**config.mk**
```make
export PLATFORM = sky130hd
export DESIGN_NAME = controlador_ajuste_flat
export DESIGN_NICKNAME = d
export VERILOG_FILES = /design/src/rtl/controlador_ajuste_if.sv /design/src/rtl/controlador_ajuste.sv /design/src/flat_wrapper.sv
export SDC_FILE = /design/constraint.sdc
export NUM_CORES = 1
export LEC_CHECK = 0
export CAP_MARGIN = 20
export CORE_MARGIN = 5
export CORE_UTILIZATION = 55
export DETAILED_ROUTE_END_ITERATION = 8
export GPL_ROUTABILITY_DRIVEN = 0
export PLACE_DENSITY = 0.73
export SLEW_MARGIN = 20
export SYNTH_ARGS = -nofsm -noshare
export SYNTH_HDL_FRONTEND = slang
export SYNTH_SLANG_ARGS = --single-unit
export TNS_END_PERCENT = 100
```
**constraint.sdc**
```tcl
create_clock -name i_clock -period 2.9 [get_ports i_clock]
set_input_delay 0.58 -clock i_clock [delete_from_list [all_inputs] [get_ports i_clock]]
set_output_delay 0.58 -clock i_clock [all_outputs]
set_load 0.05 [all_outputs]
```
**src/rtl/controlador_ajuste_if.sv**
```systemverilog
// Front-panel bus of the mode/adjust controller: debounced buttons and the
// one-second tick in, mode/field selection and counter enables out.
interface controlador_ajuste_if #(
  parameter int NUM_CANALES = 2,
  parameter int NUM_CAMPOS  = 2
);
  localparam int W_M = ($clog2(NUM_CANALES + 1) > 1) ? $clog2(NUM_CANALES + 1) : 1;
  localparam int W_C = ($clog2(NUM_CAMPOS) > 1) ? $clog2(NUM_CAMPOS) : 1;
  localparam int NA  = NUM_CANALES * NUM_CAMPOS;

  logic           i_tickSeg;
  logic           i_bModo;
  logic           i_bCampo;
  logic           i_bAumentar;
  logic [W_M-1:0] o_modo;
  logic [W_C-1:0] o_campoActual;
  logic [NA-1:0]  o_aumentar;
  logic           o_avanceTiempo;
  logic           o_parpadeo;

  modport master (
    output i_tickSeg, i_bModo, i_bCampo, i_bAumentar,
    input  o_modo, o_campoActual, o_aumentar, o_avanceTiempo, o_parpadeo
  );

  modport slave (
    input  i_tickSeg, i_bModo, i_bCampo, i_bAumentar,
    output o_modo, o_campoActual, o_aumentar, o_avanceTiempo, o_parpadeo
  );
endinterface

```
**src/rtl/controlador_ajuste.sv**
```systemverilog
// Mode/adjust controller for the digital clock: cycles run/set modes, selects the
// edited field, emits one-hot increment enables with auto-repeat and a set-mode timeout.
module controlador_ajuste #(
  parameter int NUM_CANALES = 2,
  parameter int NUM_CAMPOS  = 2,
  parameter int REP_DELAY   = 25_000_000,
  parameter int REP_PERIOD  = 5_000_000,
  parameter int TIMEOUT_SEG = 30
) (
  input logic                 i_clock,
  input logic                 i_reset,
  controlador_ajuste_if.slave bus
);
  localparam int W_M = ($clog2(NUM_CANALES + 1) > 1) ? $clog2(NUM_CANALES + 1) : 1;
  localparam int W_C = ($clog2(NUM_CAMPOS) > 1) ? $clog2(NUM_CAMPOS) : 1;
  localparam int W_I = W_M + W_C;
  localparam int NA  = NUM_CANALES * NUM_CAMPOS;

  localparam logic [W_M-1:0] MODO_MAX    = W_M'(NUM_CANALES);
  localparam logic [W_M-1:0] MODO_TIEMPO = W_M'(1);
  localparam logic [W_C-1:0] CAMPO_MAX   = W_C'(NUM_CAMPOS - 1);
  localparam logic [31:0]    DELAY_LAST  = 32'(REP_DELAY - 1);
  localparam logic [31:0]    PERIOD_LAST = 32'(REP_PERIOD - 1);
  localparam logic [31:0]    TO_LAST     = 32'(TIMEOUT_SEG - 1);

  typedef enum logic [1:0] {
    ST_IDLE        = 2'd0,
    ST_WAIT_DELAY  = 2'd1,
    ST_WAIT_PERIOD = 2'd2
  } rep_state_t;

  logic           r_prev_modo, r_prev_campo, r_prev_aum;
  logic [W_M-1:0] r_modo, w_modo;
  logic [W_C-1:0] r_campo, w_campo;
  logic [NA-1:0]  r_aum, w_aum;
  logic           r_avance, w_avance;
  logic           r_parp, w_parp;
  logic [31:0]    r_rep_cnt, w_rep_cnt;
  logic [31:0]    r_to_cnt, w_to_cnt;
  rep_state_t     r_rep, w_rep;

  logic           w_edge_modo, w_edge_campo, w_edge_aum, w_set;
  logic [W_I-1:0] w_idx;
  logic [NA-1:0]  w_onehot;
  logic [31:0]    w_rep_last;

  assign w_edge_modo  = bus.i_bModo     & ~r_prev_modo;
  assign w_edge_campo = bus.i_bCampo    & ~r_prev_campo;
  assign w_edge_aum   = bus.i_bAumentar & ~r_prev_aum;
  assign w_set        = (r_modo != '0);
  assign w_idx        = ({{W_C{1'b0}}, r_modo} - W_I'(1)) * W_I'(NUM_CAMPOS)
                        + {{W_M{1'b0}}, r_campo};
  assign w_onehot     = NA'(1) << w_idx;
  assign w_rep_last   = (r_rep == ST_WAIT_DELAY) ? DELAY_LAST : PERIOD_LAST;

  // Next-state and output decode; button priority is modo > campo > aumentar > repeat/timeout.
  always_comb begin
    w_modo    = r_modo;
    w_campo   = r_campo;
    w_aum     = '0;
    w_parp    = r_parp;
    w_rep     = r_rep;
    w_rep_cnt = r_rep_cnt;
    w_to_cnt  = r_to_cnt;
    w_avance  = bus.i_tickSeg & (r_modo != MODO_TIEMPO);

    if (w_edge_modo) begin
      w_modo    = (r_modo == MODO_MAX) ? '0 : r_modo + W_M'(1);
      w_campo   = '0;
      w_to_cnt  = '0;
      w_rep     = ST_IDLE;
      w_rep_cnt = '0;
      w_parp    = 1'b1;
    end else if (w_edge_campo && w_set) begin
      w_campo   = (r_campo == CAMPO_MAX) ? '0 : r_campo + W_C'(1);
      w_to_cnt  = '0;
      w_rep     = ST_IDLE;
      w_rep_cnt = '0;
      w_parp    = 1'b1;
    end else if (w_edge_aum && w_set) begin
      w_aum     = w_onehot;
      w_rep     = ST_WAIT_DELAY;
      w_rep_cnt = '0;
      w_to_cnt  = '0;
      w_parp    = 1'b1;
    end else begin
      if (w_set && bus.i_tickSeg) begin
        w_parp = ~r_parp;
      end else begin
        w_parp = r_parp;
      end

      case (r_rep)
        ST_IDLE: begin
          w_rep_cnt = '0;
        end
        ST_WAIT_DELAY, ST_WAIT_PERIOD: begin
          if (!bus.i_bAumentar) begin
            w_rep     = ST_IDLE;
            w_rep_cnt = '0;
          end else if (r_rep_cnt == w_rep_last) begin
            w_aum     = w_onehot;
            w_parp    = 1'b1;
            w_rep     = ST_WAIT_PERIOD;
            w_rep_cnt = '0;
          end else begin
            w_rep_cnt = r_rep_cnt + 32'd1;
          end
        end
        default: begin
          w_rep     = ST_IDLE;
          w_rep_cnt = '0;
        end
      endcase

      // Timeout overrides a repeat pulse landing on the same cycle.
      if (w_set && (TIMEOUT_SEG != 0) && bus.i_tickSeg) begin
        if (r_to_cnt == TO_LAST) begin
          w_modo    = '0;
          w_campo   = '0;
          w_aum     = '0;
          w_rep     = ST_IDLE;
          w_rep_cnt = '0;
          w_to_cnt  = '0;
          w_parp    = 1'b1;
        end else begin
          w_to_cnt = r_to_cnt + 32'd1;
        end
      end else begin
        w_to_cnt = r_to_cnt;
      end

      if (!w_set) begin
        w_parp   = 1'b1;
        w_to_cnt = '0;
      end else begin
        w_parp = w_parp;
      end
    end
  end

  // State and output registers; previous samples reset high so a held button gives no edge.
  always_ff @(posedge i_clock or posedge i_reset) begin
    if (i_reset) begin
      r_prev_modo  <= 1'b1;
      r_prev_campo <= 1'b1;
      r_prev_aum   <= 1'b1;
      r_modo       <= '0;
      r_campo      <= '0;
      r_aum        <= '0;
      r_avance     <= 1'b0;
      r_parp       <= 1'b1;
      r_rep        <= ST_IDLE;
      r_rep_cnt    <= '0;
      r_to_cnt     <= '0;
    end else begin
      r_prev_modo  <= bus.i_bModo;
      r_prev_campo <= bus.i_bCampo;
      r_prev_aum   <= bus.i_bAumentar;
      r_modo       <= w_modo;
      r_campo      <= w_campo;
      r_aum        <= w_aum;
      r_avance     <= w_avance;
      r_parp       <= w_parp;
      r_rep        <= w_rep;
      r_rep_cnt    <= w_rep_cnt;
      r_to_cnt     <= w_to_cnt;
    end
  end

  assign bus.o_modo         = r_modo;
  assign bus.o_campoActual  = r_campo;
  assign bus.o_aumentar     = r_aum;
  assign bus.o_avanceTiempo = r_avance;
  assign bus.o_parpadeo     = r_parp;
endmodule
```
**src/flat_wrapper.sv**
```systemverilog
// flat-port wrapper written by rule: the top's interface ports become plain ports
module controlador_ajuste_flat 
#(
  parameter int NUM_CANALES = 2,
  parameter int NUM_CAMPOS  = 2,
  parameter int REP_DELAY   = 25_000_000,
  parameter int REP_PERIOD  = 5_000_000,
  parameter int TIMEOUT_SEG = 30
)
  (i_clock, i_reset, bus_i_tickSeg, bus_i_bModo, bus_i_bCampo, bus_i_bAumentar, bus_o_modo, bus_o_campoActual, bus_o_aumentar, bus_o_avanceTiempo, bus_o_parpadeo);
  controlador_ajuste_if #(.NUM_CANALES(NUM_CANALES), .NUM_CAMPOS(NUM_CAMPOS)) bus_i ();
  input logic i_clock;
  input logic i_reset;
  input wire logic [$bits(bus_i.i_tickSeg)-1:0] bus_i_tickSeg;
  input wire logic [$bits(bus_i.i_bModo)-1:0] bus_i_bModo;
  input wire logic [$bits(bus_i.i_bCampo)-1:0] bus_i_bCampo;
  input wire logic [$bits(bus_i.i_bAumentar)-1:0] bus_i_bAumentar;
  output wire logic [$bits(bus_i.o_modo)-1:0] bus_o_modo;
  output wire logic [$bits(bus_i.o_campoActual)-1:0] bus_o_campoActual;
  output wire logic [$bits(bus_i.o_aumentar)-1:0] bus_o_aumentar;
  output wire logic [$bits(bus_i.o_avanceTiempo)-1:0] bus_o_avanceTiempo;
  output wire logic [$bits(bus_i.o_parpadeo)-1:0] bus_o_parpadeo;
  assign bus_i.i_tickSeg = bus_i_tickSeg;
  assign bus_i.i_bModo = bus_i_bModo;
  assign bus_i.i_bCampo = bus_i_bCampo;
  assign bus_i.i_bAumentar = bus_i_bAumentar;
  assign bus_o_modo = bus_i.o_modo;
  assign bus_o_campoActual = bus_i.o_campoActual;
  assign bus_o_aumentar = bus_i.o_aumentar;
  assign bus_o_avanceTiempo = bus_i.o_avanceTiempo;
  assign bus_o_parpadeo = bus_i.o_parpadeo;
  controlador_ajuste #(.NUM_CANALES(NUM_CANALES), .NUM_CAMPOS(NUM_CAMPOS), .REP_DELAY(REP_DELAY), .REP_PERIOD(REP_PERIOD), .TIMEOUT_SEG(TIMEOUT_SEG)) u_core (.i_clock(i_clock), .i_reset(i_reset), .bus(bus_i));
endmodule
```
==> out/metrics.yaml <==
die:
  die_y_um: 95.82
  die_width_um: 95.82
  dieArea_mm2: 0.009181
  core-area_mm2: 0.007214
  initial_core_util: 0.5614
  io-pin-count: 15
  num_rows: 31
detailed_routing:
  dr.pass1.iters: 4
  vias: 3074
  wire_per_inst_um: 14.90
  wirelength_um: 8032
  via_per_inst: 5.703
  remaining_drc_errors: 0
  drt_iter0_markers: 120
  ant_nets: 0
clock_tree:
  cts_tree: "done"
  cts_setup_buffers: 0
  numCtsBuffers: 9
  cts.sinks: 78
  root_buffer: "clkbuf_8"
  cts_buffer_depth: 2
  insertion_delay_ns: 0.35
  cts_hold_buf: 0
  cts_resized: 0
  htreeDepth: 3
  clkSlewWorstSetupHoldPaths_ns: 0.08
sta:
  rsz0062_at_grt: "no"
  hold_violations: 0
  setup_viol: 0
  worst_pin_slew_ns: 0.6314
  min_period_ns: 2.431
  holdWs_ns: 0.5193
  slew_violations: 0
  min_period_over_period: 0.8384
  worst_slack_ns: 0.4686
  fin_skew_ns: 0.01298
  tns_ns: 0
  fmax_mhz: 411.3
  relSlewSlack: 0.5775
synthesis:
  synth_edf_count: 0
  syn_area_mm2: 0.004050
  syn_area_per_cell_um2: 9.736
  syn_nets: 432
  ys_seq_elements: 78
  yosysWarnings: 0
  seq_area_frac_synth: 0.4832
  ys.flop_type: "dfrtp_1"
  async_flop_share: 1.000
  ys_types: 40
  synthCells: 416
critical_path:
  worstPathArrival_ns: 2.69
  crit_slowest_cell: "or4_1"
  critPathKind: "flip-flop to flip-flop"
  crit_path_cell_trace: "ha_1 -> or4_1 -> o22ai_1 -> o2111ai_1 -> o31a_1 -> nor4b_2"
  slowest_delay_ns: 0.53
  worstPathRequired_ns: 3.16
  crit_fanout: 5
  cp_num_buf_inv: 0
  cp-end-kind: "flip-flop"
  crit_path_start_kind: "flip-flop"
  critPathTopFamily: "compound AO/OA/AOI/OAI gates"
hold_path:
  hp-class: "flip-flop to flip-flop"
pwr:
  p_seq_frac: 0.509
  pwr-share-clk: 0.316
  power.switching_uw: 667.8
  comb_power_share: 0.175
  power_mw: 2.281
  p_per_area_mw_per_mm2: 506.8
  ir_drop_mv: 0.2370
  leakage_nw: 1.821
  p_sw_frac: 0.2928
  internal-power_mw: 1.613
global_routing:
  antenna_found_initial: 0
  grt_first_pass_wirelength_um: 14170
  grt-ovfl-total: 0
  grt_max_degree: 79
  grt_pass1_vias: 3134
  grt_use_total: 0.1959
status:
  status: "completed"
final_layout:
  n_fill_cell: 592
  antenna_cells: 0
  fin_nets: 451
  seqCellArea_mm2: 0.001957
  area_delta_synth_final_pct: 11.12
  drive_above_1_share: 0.07955
  multi_input_area_mm2: 0.001993
flow_run:
  drv_cap: 0
placed_design:
  dp_hpwl_um: 5536
  dpl_worst_slack_ns: 0.3711
  port_buffers: 14
-- power groups by stage --
stage                     Clock [mW]  Sequential [mW]  Combinational [mW]
after detailed placement           0             1.18               0.402
after floorplan                    0             1.26               0.199
final                          0.722             1.16               0.398
after global placement             0             1.18               0.394
after global routing           0.793             1.17               0.442
after CTS                      0.745             1.16               0.403
-- placed cells by master (no fill, tap or decap), types with 4 or more instances in the layout --
master            n
a21oi_1          12
nand3_1          26
dfstp_2           4
xnor2_1           7
nand4_1          23
xor2_1           46
nand2_1          24
o31ai_1          10
nor2_1           65
buf_4             7
inv_1            10
nor4_1           12
clkdlybuf4s50_1  14
nand2b_1          5
nor3_1            6
dfrtp_1          74
ha_1             10
and4_1            9
or4_1             9
clkbuf_8         11
and3_1           14
-- logic make-up (layout without fill, tap and decap cells) --
| family | Yosys count | in the layout | share of synthesized area |
|---|---|---|---|
| adders and majority gates | 10 | 10 | 0.03089 |
| and+or+nand+nor | 215 | 215 | 0.2867 |
| buffers and inverters | 25 | 49 | 0.02471 |
| xor gates and xnor gates | 53 | 53 | 0.1146 |
| muxes | 1 | 1 | 0.002472 |
| DFF | 78 | 78 | 0.4832 |
| AOI/OAI and AO/OA | 34 | 34 | 0.05746 |
-- layer usage --
layer,wire length [um],track usage,share of wire,vias to the layer above
met5,0,0,0,-
met4,115,0.09005,0.014,0
met3,226,0.03675,0.028,10
met2,3851,0.3098,0.48,38
met1,3839,0.2611,0.48,1508
li1,-,-,-,1518
-- cell usage after synthesis (all sizes together), types with 3 or more instances --
cell     n  area (um^2)
nand4   23        143.9
clkbuf   9        33.78
inv     11        41.29
ha      10        125.1
or4      9        67.56
or2      3        18.77
nor4b    5        56.31
nand3   26        130.1
dfrtp   74         1852
nor2b    3        18.77
nand2   24        90.09
o21ai    3        15.01
o31ai   10        75.07
buf      5        25.02
and2     3        18.77
nand2b   5        31.28
and3    14        87.58
a21oi   12        60.06
xnor2    7        61.31
xor2    46        402.9
and4     9        78.83
dfstp    4        105.1
nor4    13        87.58
nor2    65        244.0
nand4b   3        26.28
nor3     6        30.03
-- worst register-to-register path, stage by stage, from the launching register on --
cell       delay, ns
dfrtp_1         0.42
ha_1            0.27
or4_1           0.53
o22ai_1         0.18
o2111ai_1       0.27
o31a_1          0.43
nor4b_2         0.26
-- flip-flops by register name, summed over array words and instances (netlist names) --
register,count
u_core.bus.o_modo,2
u_core.r_prev_aum,1
u_core.r_rep_cnt,32
u_core.bus.o_parpadeo,1
u_core.r_to_cnt,32
u_core.r_rep,2
u_core.bus.o_aumentar,4
u_core.r_prev_modo,1
u_core.bus.o_campoActual,1
u_core.bus.o_avanceTiempo,1
u_core.r_prev_campo,1
-- cell type report --
type	count	share of cell area
clock buffers	14	0.03614
clock inverters	2	0.002224
multi-input cells	313	0.4429
repair buffers	22	0.04726
inverters	11	0.009174
well taps	99	0.02752
flip-flops and latches	78	0.4348
-- worst paths after layout --
kind	from	endpoint	slack (ns)	cells after the start
max in group asynchronous	i_reset	u_core.bus.o_parpadeo$_DFF_PP1_	1.90	3
min in group asynchronous	i_reset	u_core.r_to_cnt[0]$_DFFE_PP0P_	0.66	3
setup reg to reg	u_core.r_rep[0]$_DFF_PP0_	u_core.bus.o_aumentar[3]$_DFF_PP0_	0.47	6
hold reg to reg	u_core.r_rep_cnt[0]$_DFF_PP0_	u_core.r_rep_cnt[0]$_DFF_PP0_	0.52	1
setup / recovery	u_core.r_rep[0]$_DFF_PP0_	u_core.bus.o_aumentar[3]$_DFF_PP0_	0.47	6
hold / removal	u_core.r_rep_cnt[0]$_DFF_PP0_	u_core.r_rep_cnt[0]$_DFF_PP0_	0.52	1
-- per-stage QoR --
stage | cell area, um^2 | instances | utilization
after detailed placement | 4328 | 523 | 0.5999
after floorplan | 4050 | 416 | -
after global routing | 4501 | 539 | 0.6238
final | 4501 | 539 | 0.6238
after global placement | 4328 | 523 | 0.5999
after CTS | 4501 | 539 | 0.6238
(Power assumes the default switching activity.)
